## src/rtl/uart_word_writer.sv

```systemverilog
// Drains words from a show-ahead FIFO and serialises them byte by byte as
// 8-bit UART frames with optional parity and one or two stop bits.
`ifndef DATA_WIDTH
`define DATA_WIDTH 32
`endif

module uart_word_writer #(
  parameter int DATA_WIDTH   = `DATA_WIDTH,
  parameter int CLKS_PER_BIT = 16,
  parameter int MSB_FIRST    = 0,
  parameter int PARITY       = 0,
  parameter int STOP_BITS    = 1
) (
  input  logic                  clk,
  input  logic                  rst,
  output logic                  tx,
  input  logic                  fifo_empty,
  input  logic [DATA_WIDTH-1:0] fifo_data,
  output logic                  fifo_read_en,
  output logic                  busy,
  output logic [15:0]           words_sent
);

  localparam int NUM_BYTES = DATA_WIDTH / 8;
  localparam int BYTE_W    = (NUM_BYTES > 1) ? $clog2(NUM_BYTES) : 1;
  localparam int CNT_W     = $clog2(CLKS_PER_BIT);

  localparam logic [CNT_W-1:0]  CNT_RELOAD = CNT_W'(CLKS_PER_BIT - 1);
  localparam logic [BYTE_W-1:0] LAST_BYTE  = BYTE_W'(NUM_BYTES - 1);
  localparam logic              STOP_LAST  = 1'(STOP_BITS - 1);

  typedef enum logic [2:0] {IDLE, FETCH, START, DATA, PAR, STOP} state_t;

  state_t                  state_q, state_d;
  logic [CNT_W-1:0]        cnt_q, cnt_d;
  logic [2:0]              bit_q, bit_d;
  logic [BYTE_W-1:0]       byte_q, byte_d;
  logic                    stop_q, stop_d;
  logic [DATA_WIDTH-1:0]   word_q;
  logic [15:0]             words_q, words_d;
  logic                    tx_q, tx_d;
  logic                    rd_q, rd_d;

  logic [BYTE_W-1:0]       byte_sel;
  logic [7:0]              cur_byte;
  logic                    parity_bit;
  logic                    bit_done;

  always_comb begin
    byte_sel   = (MSB_FIRST != 0) ? (LAST_BYTE - byte_q) : byte_q;
    cur_byte   = word_q[{byte_sel, 3'b000} +: 8];
    parity_bit = (PARITY == 2) ? ~(^cur_byte) : ^cur_byte;
    bit_done   = (cnt_q == '0);
  end

  // NOTE: every variable gets a default before the case, so no path can infer a latch.
  always_comb begin
    state_d = state_q;
    cnt_d   = cnt_q;
    bit_d   = bit_q;
    byte_d  = byte_q;
    stop_d  = stop_q;
    words_d = words_q;

    unique case (state_q)
      IDLE: begin
        if (!fifo_empty) state_d = FETCH;
      end
      FETCH: begin
        state_d = START;
        cnt_d   = CNT_RELOAD;
        byte_d  = '0;
      end
      START: begin
        if (bit_done) begin
          state_d = DATA;
          cnt_d   = CNT_RELOAD;
          bit_d   = '0;
        end else begin
          cnt_d = cnt_q - 1'b1;
        end
      end
      DATA: begin
        if (bit_done) begin
          cnt_d = CNT_RELOAD;
          if (bit_q == 3'd7) begin
            state_d = (PARITY != 0) ? PAR : STOP;
            stop_d  = 1'b0;
          end else begin
            bit_d = bit_q + 1'b1;
          end
        end else begin
          cnt_d = cnt_q - 1'b1;
        end
      end
      PAR: begin
        if (bit_done) begin
          state_d = STOP;
          cnt_d   = CNT_RELOAD;
          stop_d  = 1'b0;
        end else begin
          cnt_d = cnt_q - 1'b1;
        end
      end
      STOP: begin
        if (!bit_done) begin
          cnt_d = cnt_q - 1'b1;
        end else if (stop_q != STOP_LAST) begin
          stop_d = 1'b1;
          cnt_d  = CNT_RELOAD;
        end else if (byte_q < LAST_BYTE) begin
          // Next byte of the same word follows with no idle gap.
          byte_d  = byte_q + 1'b1;
          state_d = START;
          cnt_d   = CNT_RELOAD;
        end else begin
          words_d = words_q + 16'd1;
          state_d = IDLE;
          cnt_d   = '0;
        end
      end
      default: state_d = IDLE;
    endcase
  end

  // tx is computed from the next state so the registered line lines up with the state.
  always_comb begin
    tx_d = 1'b1;
    unique case (state_d)
      START:   tx_d = 1'b0;
      DATA:    tx_d = cur_byte[bit_d];
      PAR:     tx_d = parity_bit;
      default: tx_d = 1'b1;
    endcase
    rd_d = (state_d == FETCH);
  end

  // NOTE: state registers use non-blocking assignments so all flops update from pre-edge values.
  always_ff @(posedge clk) begin
    if (!rst) begin
      state_q <= IDLE;
      cnt_q   <= '0;
      bit_q   <= '0;
      byte_q  <= '0;
      stop_q  <= 1'b0;
      // NOTE: the word register is cleared too, so an aborted word never leaks into a later frame.
      word_q  <= '0;
      words_q <= '0;
      tx_q    <= 1'b1;
      rd_q    <= 1'b0;
    end else begin
      state_q <= state_d;
      cnt_q   <= cnt_d;
      bit_q   <= bit_d;
      byte_q  <= byte_d;
      stop_q  <= stop_d;
      words_q <= words_d;
      tx_q    <= tx_d;
      rd_q    <= rd_d;
      if (state_q == FETCH) word_q <= fifo_data;
    end
  end

  assign tx           = tx_q;
  assign fifo_read_en = rd_q;
  assign busy         = (state_q != IDLE);
  assign words_sent   = words_q;

endmodule

```

## config.mk

```make
export PLATFORM = sky130hd
export DESIGN_NAME = uart_word_writer
export DESIGN_NICKNAME = d
export VERILOG_FILES = /design/src/rtl/uart_word_writer.sv
export SDC_FILE = /design/constraint.sdc
export NUM_CORES = 1
export LEC_CHECK = 0
export ABC_AREA = 0
export CORE_UTILIZATION = 47
export DETAILED_ROUTE_END_ITERATION = 8
export HOLD_SLACK_MARGIN = 0.1
export PLACE_DENSITY = 0.8
export SYNTH_ARGS = -nofsm -noshare
export SYNTH_HDL_FRONTEND = slang
export SYNTH_SLANG_ARGS = --single-unit
```

## constraint.sdc

```tcl
create_clock -name clk -period 2.2 [get_ports clk]
set_input_delay 0.44 -clock clk [delete_from_list [all_inputs] [get_ports clk]]
set_output_delay 0.44 -clock clk [all_outputs]
set_load 0.05 [all_outputs]
```

Word-level counts from Yosys, hierarchy flattened. Cells that the tools add are included.

Output and inout bits: 19. Register bits: 63.

Muxes and demuxes: 31. $lt $le $gt $ge: 2. Add/subtract/negate cells: 4. Shift-type cells: 1. Bitwise operators: 2. Reduce and logical (&&, ||, !) cells: 11. Eq/ne operators: 16.

Operators by type and width (count): 32-bit by 6-bit indexed part select with 8-bit output (1); 3-bit two-way mux (10); 3-bit case mux with 6 select lines (1); 16-bit by 1-bit adder with 16-bit output, second input constant (1); 4-bit two-way mux (4); 3-bit by 2-bit equality test with 1-bit output, second input constant (4); 3-bit equality test, second input constant (4); 2-bit != test, second input constant (6); 4-bit case mux with 3 select lines (1); 3-bit nonzero test (3); 2-bit two-way mux (4); 4-bit AND reduction (2); 8-bit parity (1); 3-bit by 1-bit equality test with 1-bit output, second input constant (2); 1-bit two-way mux (6); 1-bit case mux with 3 select lines (2); 3-bit case mux with 2 select lines (1); 5-bit AND reduction (1); 4-bit zero test (1); 3-bit by 4-bit less-than comparator with 1-bit output, second input constant (1); 2-bit case mux with 2 select lines (1); 4-bit by 1-bit subtractor with 4-bit output, second input constant (1); 3-bit by 1-bit adder with 3-bit output, second input constant (1); 1-bit binary-select mux with 3-bit select (1); 6 further kinds (7).

Longest topological paths before layout. Gate-level depths: netlist of run 1.

Word-level depth: 7. Gate-level depth with buffers: 10. Depth with buffers taken out: 8.

Worst setup path before layout of run 1. Ideal clock, no wire load.

Path type: reg2reg. Start point: register cnt_q[0]. End point: register tx_q, in the netlist tx. Arrival: 1973 ps. Slack: 92 ps. Data required time: 2064 ps. Buffers on the path: 1. Cell stages (with the launch flop): 10. Period minus slack after synthesis: 2108 ps. Cells stage by stage: dfxtp_1 -> inv_1 -> ha_1 -> or3b_1 -> buf_2 -> or4_4 -> a21o_1 -> o311ai_1 -> a22o_1 -> o311ai_1.

Cells in the longest elaborated chain, start to end: 6.

Ends and longest elaborated chain: start, declared (line 35) `logic [CNT_W-1:0] cnt_q, cnt_d;`; start signal, assigned (line 153) `cnt_q <= cnt_d;`; 4-bit zero test (*) (line 53) `bit_done = (cnt_q == '0);`; 3-bit two-way mux (on tied branches) (line 84, 75); 3-bit case mux with 2 select lines (line 65) `unique case (state_q)`; 1-bit binary-select mux with 3-bit select (line 131) `DATA: tx_d = cur_byte[bit_d];`; 1-bit two-way mux (not written as such) (line 131); 1-bit case mux with 3 select lines (*) (line 129) `unique case (state_d)`; end signal, assigned (line 158) `tx_q <= tx_d;`; end, declared (line 41) `logic tx_q, tx_d;`.

Mark *: on every way between the ends. The rest lies on a longest branch, timed or not. The select of a mux whose other input is x is not followed. A chain may end at the register's enable or synchronous reset.

Final worst setup path of run 1.
Start point: register cnt_q[1]. End point: register tx_q, in the netlist tx.

Same word-level chain as after synthesis.

==> metrics.md, run 1 <==
| Metric | Value |
|---|---|
| Part of the cycle the worst path needs | 0.966 |
| I/O pin total | 54 |
| Post-Syn Instances | 361 |
| Clock tree buffer depth | 2 |
| Slew Limit Fails | 0 |
| Worst reg2reg startpoint | cnt_q[1] |
| Slowest-stage cell, CP | or4_4 |
| Max VDD drop | 0.000516 V |
| Largest cells by area after synthesis | dfxtp_1 (41%), nand2_1 (10%), a21oi_1 (7.9%), mux4_2 (6.0%), xnor2_1 (3.8%) |
| Dpl hpwl | 4740 um |
| Post-Route WL | 7040 um |
| P_leak | 1.40 nW |
| Final setup fails | 0 |
| Placed inst area | 3680 um2 |
| Reg area | 1240 um2 |
| Final cell count without fillers | 500 |
| Critical path, cell by cell | inv_2, ha_4, or3b_4, or4_4, a21o_1, o311ai_1, a22o_1, o311ai_1 |
| Pre-CTS WS | -27.3 ps |
| Synth warn | 0 |
| Worst slew pin tran | 516 ps |
| CP Capture Type | flop |
| Number of max-cap violations | 0 |
| Tightest Hold Check Type | reg -> reg |
| Post-synth EDFFs | 0 |
| Worst setup path startpoint | cnt_q[1] |
| Yosys top cell area share | 0.414 |
| Startpoint types | flop |
| Worst r2r path cells | 8 |
| Most common cell after layout, fill and taps aside | nand2_1 |
| Post-route worst setup slack | 74.0 ps |
| Reg clk slew, reported paths | 70 ps |
| Detailed-route via count | 2727 |
| CTS tree | done |
| Post-synthesis sequential area ratio | 0.414 |
| Num CTS Buffers | 9 |
| Layout Nets | 459 |
| Non-Filler Cell Area, Final | 3940 um2 |
| Worst-path fanout max | 4 |
| Detailed Routing Iterations Pass 1 | 4 |
| Overflow after GRT | 0 |
| Placed insts | 482 |
| First-pass GRT wire length | 11600 um |
| Hold_ws | 453 ps |
| ANT cells | 0 |
| Synthesized area | 3000 um2 |
| Post-synthesis cell type count | 53 |
| Largest net degree at the start of global routing | 59 |
| Final min period | 2130 ps |
| Reg-to-reg slack, setup | 70 ps |
| Most frequent CP cell | o311ai_1 |
| Slew HR | 0.655 |
| Post-DR wirelength/cell | 14.1 um |
| Syn nets | 400 |
| Die span in x | 81.8 um |
| Area of the multi-input gates | 1670 um2 |
| Initial Util | 0.497 |
| Synth area leader | dfxtp_1 |
| FFs w/ async S/R, synth | 0 |
| Worst flop-to-flop path endpoint | tx |
| Commonest non-fill, non-tap cells in the layout | nand2_1 (80), dfxtp_1 (61), clkdlybuf4s50_1 (52), a21oi_1 (47), nor2_1 (27) |
| Proportion of layout cells with a drive suffix above 1 | 0.141 |
| Clk Latency, worst-skew pair | 340 ps |
| CP Data Required Time | 2410 ps |
| PortBufs | 53 |
| Hold path depth | 2 |
| Hold_buf cts | 0 |
| Layout area overhead | 31.6% |
| Gr usage total | 0.232 |
| Die ar. | 6700 um2 |
| Vias in the first global route | 2511 |
| Fillers | 519 |
| RSZ-0062 raised after global routing | false |
| Final Hold Fails | 0 |
| ANT nets after route | 0 |
| Power density cells | 704 nW/um2 |
| Clock skew | 3.54 ps |
| Row count | 28 |
| Flop and latch count out of synthesis | 62 |
| Core Footprint | 6030 um2 |
| Ys flop type | dfxtp_1 |
| Critical Path End | tx |
| DR iter-0 viols | 158 |
| Mean Syn Cell Area | 8.30 um2 |
| DRC viols | 0 |
| Initial antenna violation count | 0 |
| Clock sinks | 62 |
| Arr. time, crit path | 2330 ps |
| WS Path Type | reg -> reg |
| Slowest stage delay, CP | 490 ps |
| Fmax | 470 MHz |
| Die H | 81.8 um |
| Routability congestion estimate | 0.830 |
| Vias per std cell | 5.45 |
| H-Tree Depth | 3 |
| Outcome | finished clean |
| Clock root cell | clkbuf_8 |
| Design Power | 2.77 mW |
[area by class of cell]
cell class | count | share of cell area
timing repair buffer | 72 | 0.180
clock buffer | 13 | 0.0403
inverter | 7 | 0.00666
tap | 75 | 0.0238
sequential | 62 | 0.315
clock inverter | 3 | 0.0108
multi-input combinational | 268 | 0.424
[logic make-up after synthesis]
| kind of cell | synth area share |
|---|---|
| AND/OR/NAND/NOR | 0.242 |
| adder cells (fa/ha/maj) | 0.0167 |
| buffers and inverters | 0.0443 |
| multiplexers | 0.0706 |
| AO/OA/AOI/OAI | 0.153 |
| XOR/XNOR | 0.0585 |
| flip-flops | 0.414 |
[synthesized netlist by cell type, types with 3 or more instances]
cell	instances
a21oi_1	47
and3_1	3
clkbuf_1	17
dfxtp_1	62
ha_1	4
inv_1	7
mux4_2	8
nand2_1	80
nand2b_1	4
nand3_1	8
nand3b_1	3
nor2_1	27
nor2b_1	3
nor3_1	10
o21ai_0	8
or3_1	6
xnor2_1	13
xor2_1	7
[critical path, delay by kind of cell, from the launching register on]
kind / cells / cell delay [ps]
and+or+nand+nor: 2 / 870
AOI/OAI and AO/OA: 4 / 560
DFF: 1 / 340
adders and majority gates: 1 / 140
buffers and inverters: 1 / 80
[flip-flops by register name, summed over array words and instances, names as in the netlist]
register and flops:
cnt_q 4, words_sent 16, byte_q 2, state_q 3
word_q 32, bit_q 3, tx 1, fifo_read_en 1
[power by group]
group | internal [mW] | switching (mW)
clock network | 0.584 | 0.429
logic | 0.250 | 0.279
registers | 1.19 | 0.0450
[routing by layer]
metal,global-route usage,vias up,share of wire
met5,0,-,0
met1,0.303,1264,0.45
li1,-,1365,-
met3,0.0467,12,0.054
met2,0.362,86,0.48
met4,0.116,0,0.020
[worst min-delay path by stage]
stage                           from          to  slack (ps)
after floorplan           word_q[16]  word_q[16]         430
after global placement    word_q[19]  word_q[19]         440
after detailed placement  word_q[23]  word_q[23]         450
after CTS                 word_q[23]  word_q[23]         450
after global routing      word_q[22]  word_q[22]         470
final                     word_q[23]  word_q[23]         450
[metrics by stage]
stage	TNS (ps)	util
final	0	0.654
after global routing	0	0.654
after CTS	0	0.646
after detailed placement	-27.3	0.611
after global placement	0	0.611
after floorplan	0	-
[timing repair]
| item | in CTS | in global routing |
|---|---|---|
| endpoints found under the setup margin | 1 | 8 |
| resized for setup | 2 | 10 |
| buffers inserted | 0 | 2 |
| pin swaps | 0 | 2 |
| hold endpoints to repair | 0 | 0 |
No activity file was read; power rests on OpenSTA's default activity.
==> run 2, diff against run 1 <==
Settings changed: CTS_CLUSTER_DIAMETER from default to 150.
==> results of run 2 <==
The final DEF is identical to that of run 1; final timing and power are the same.
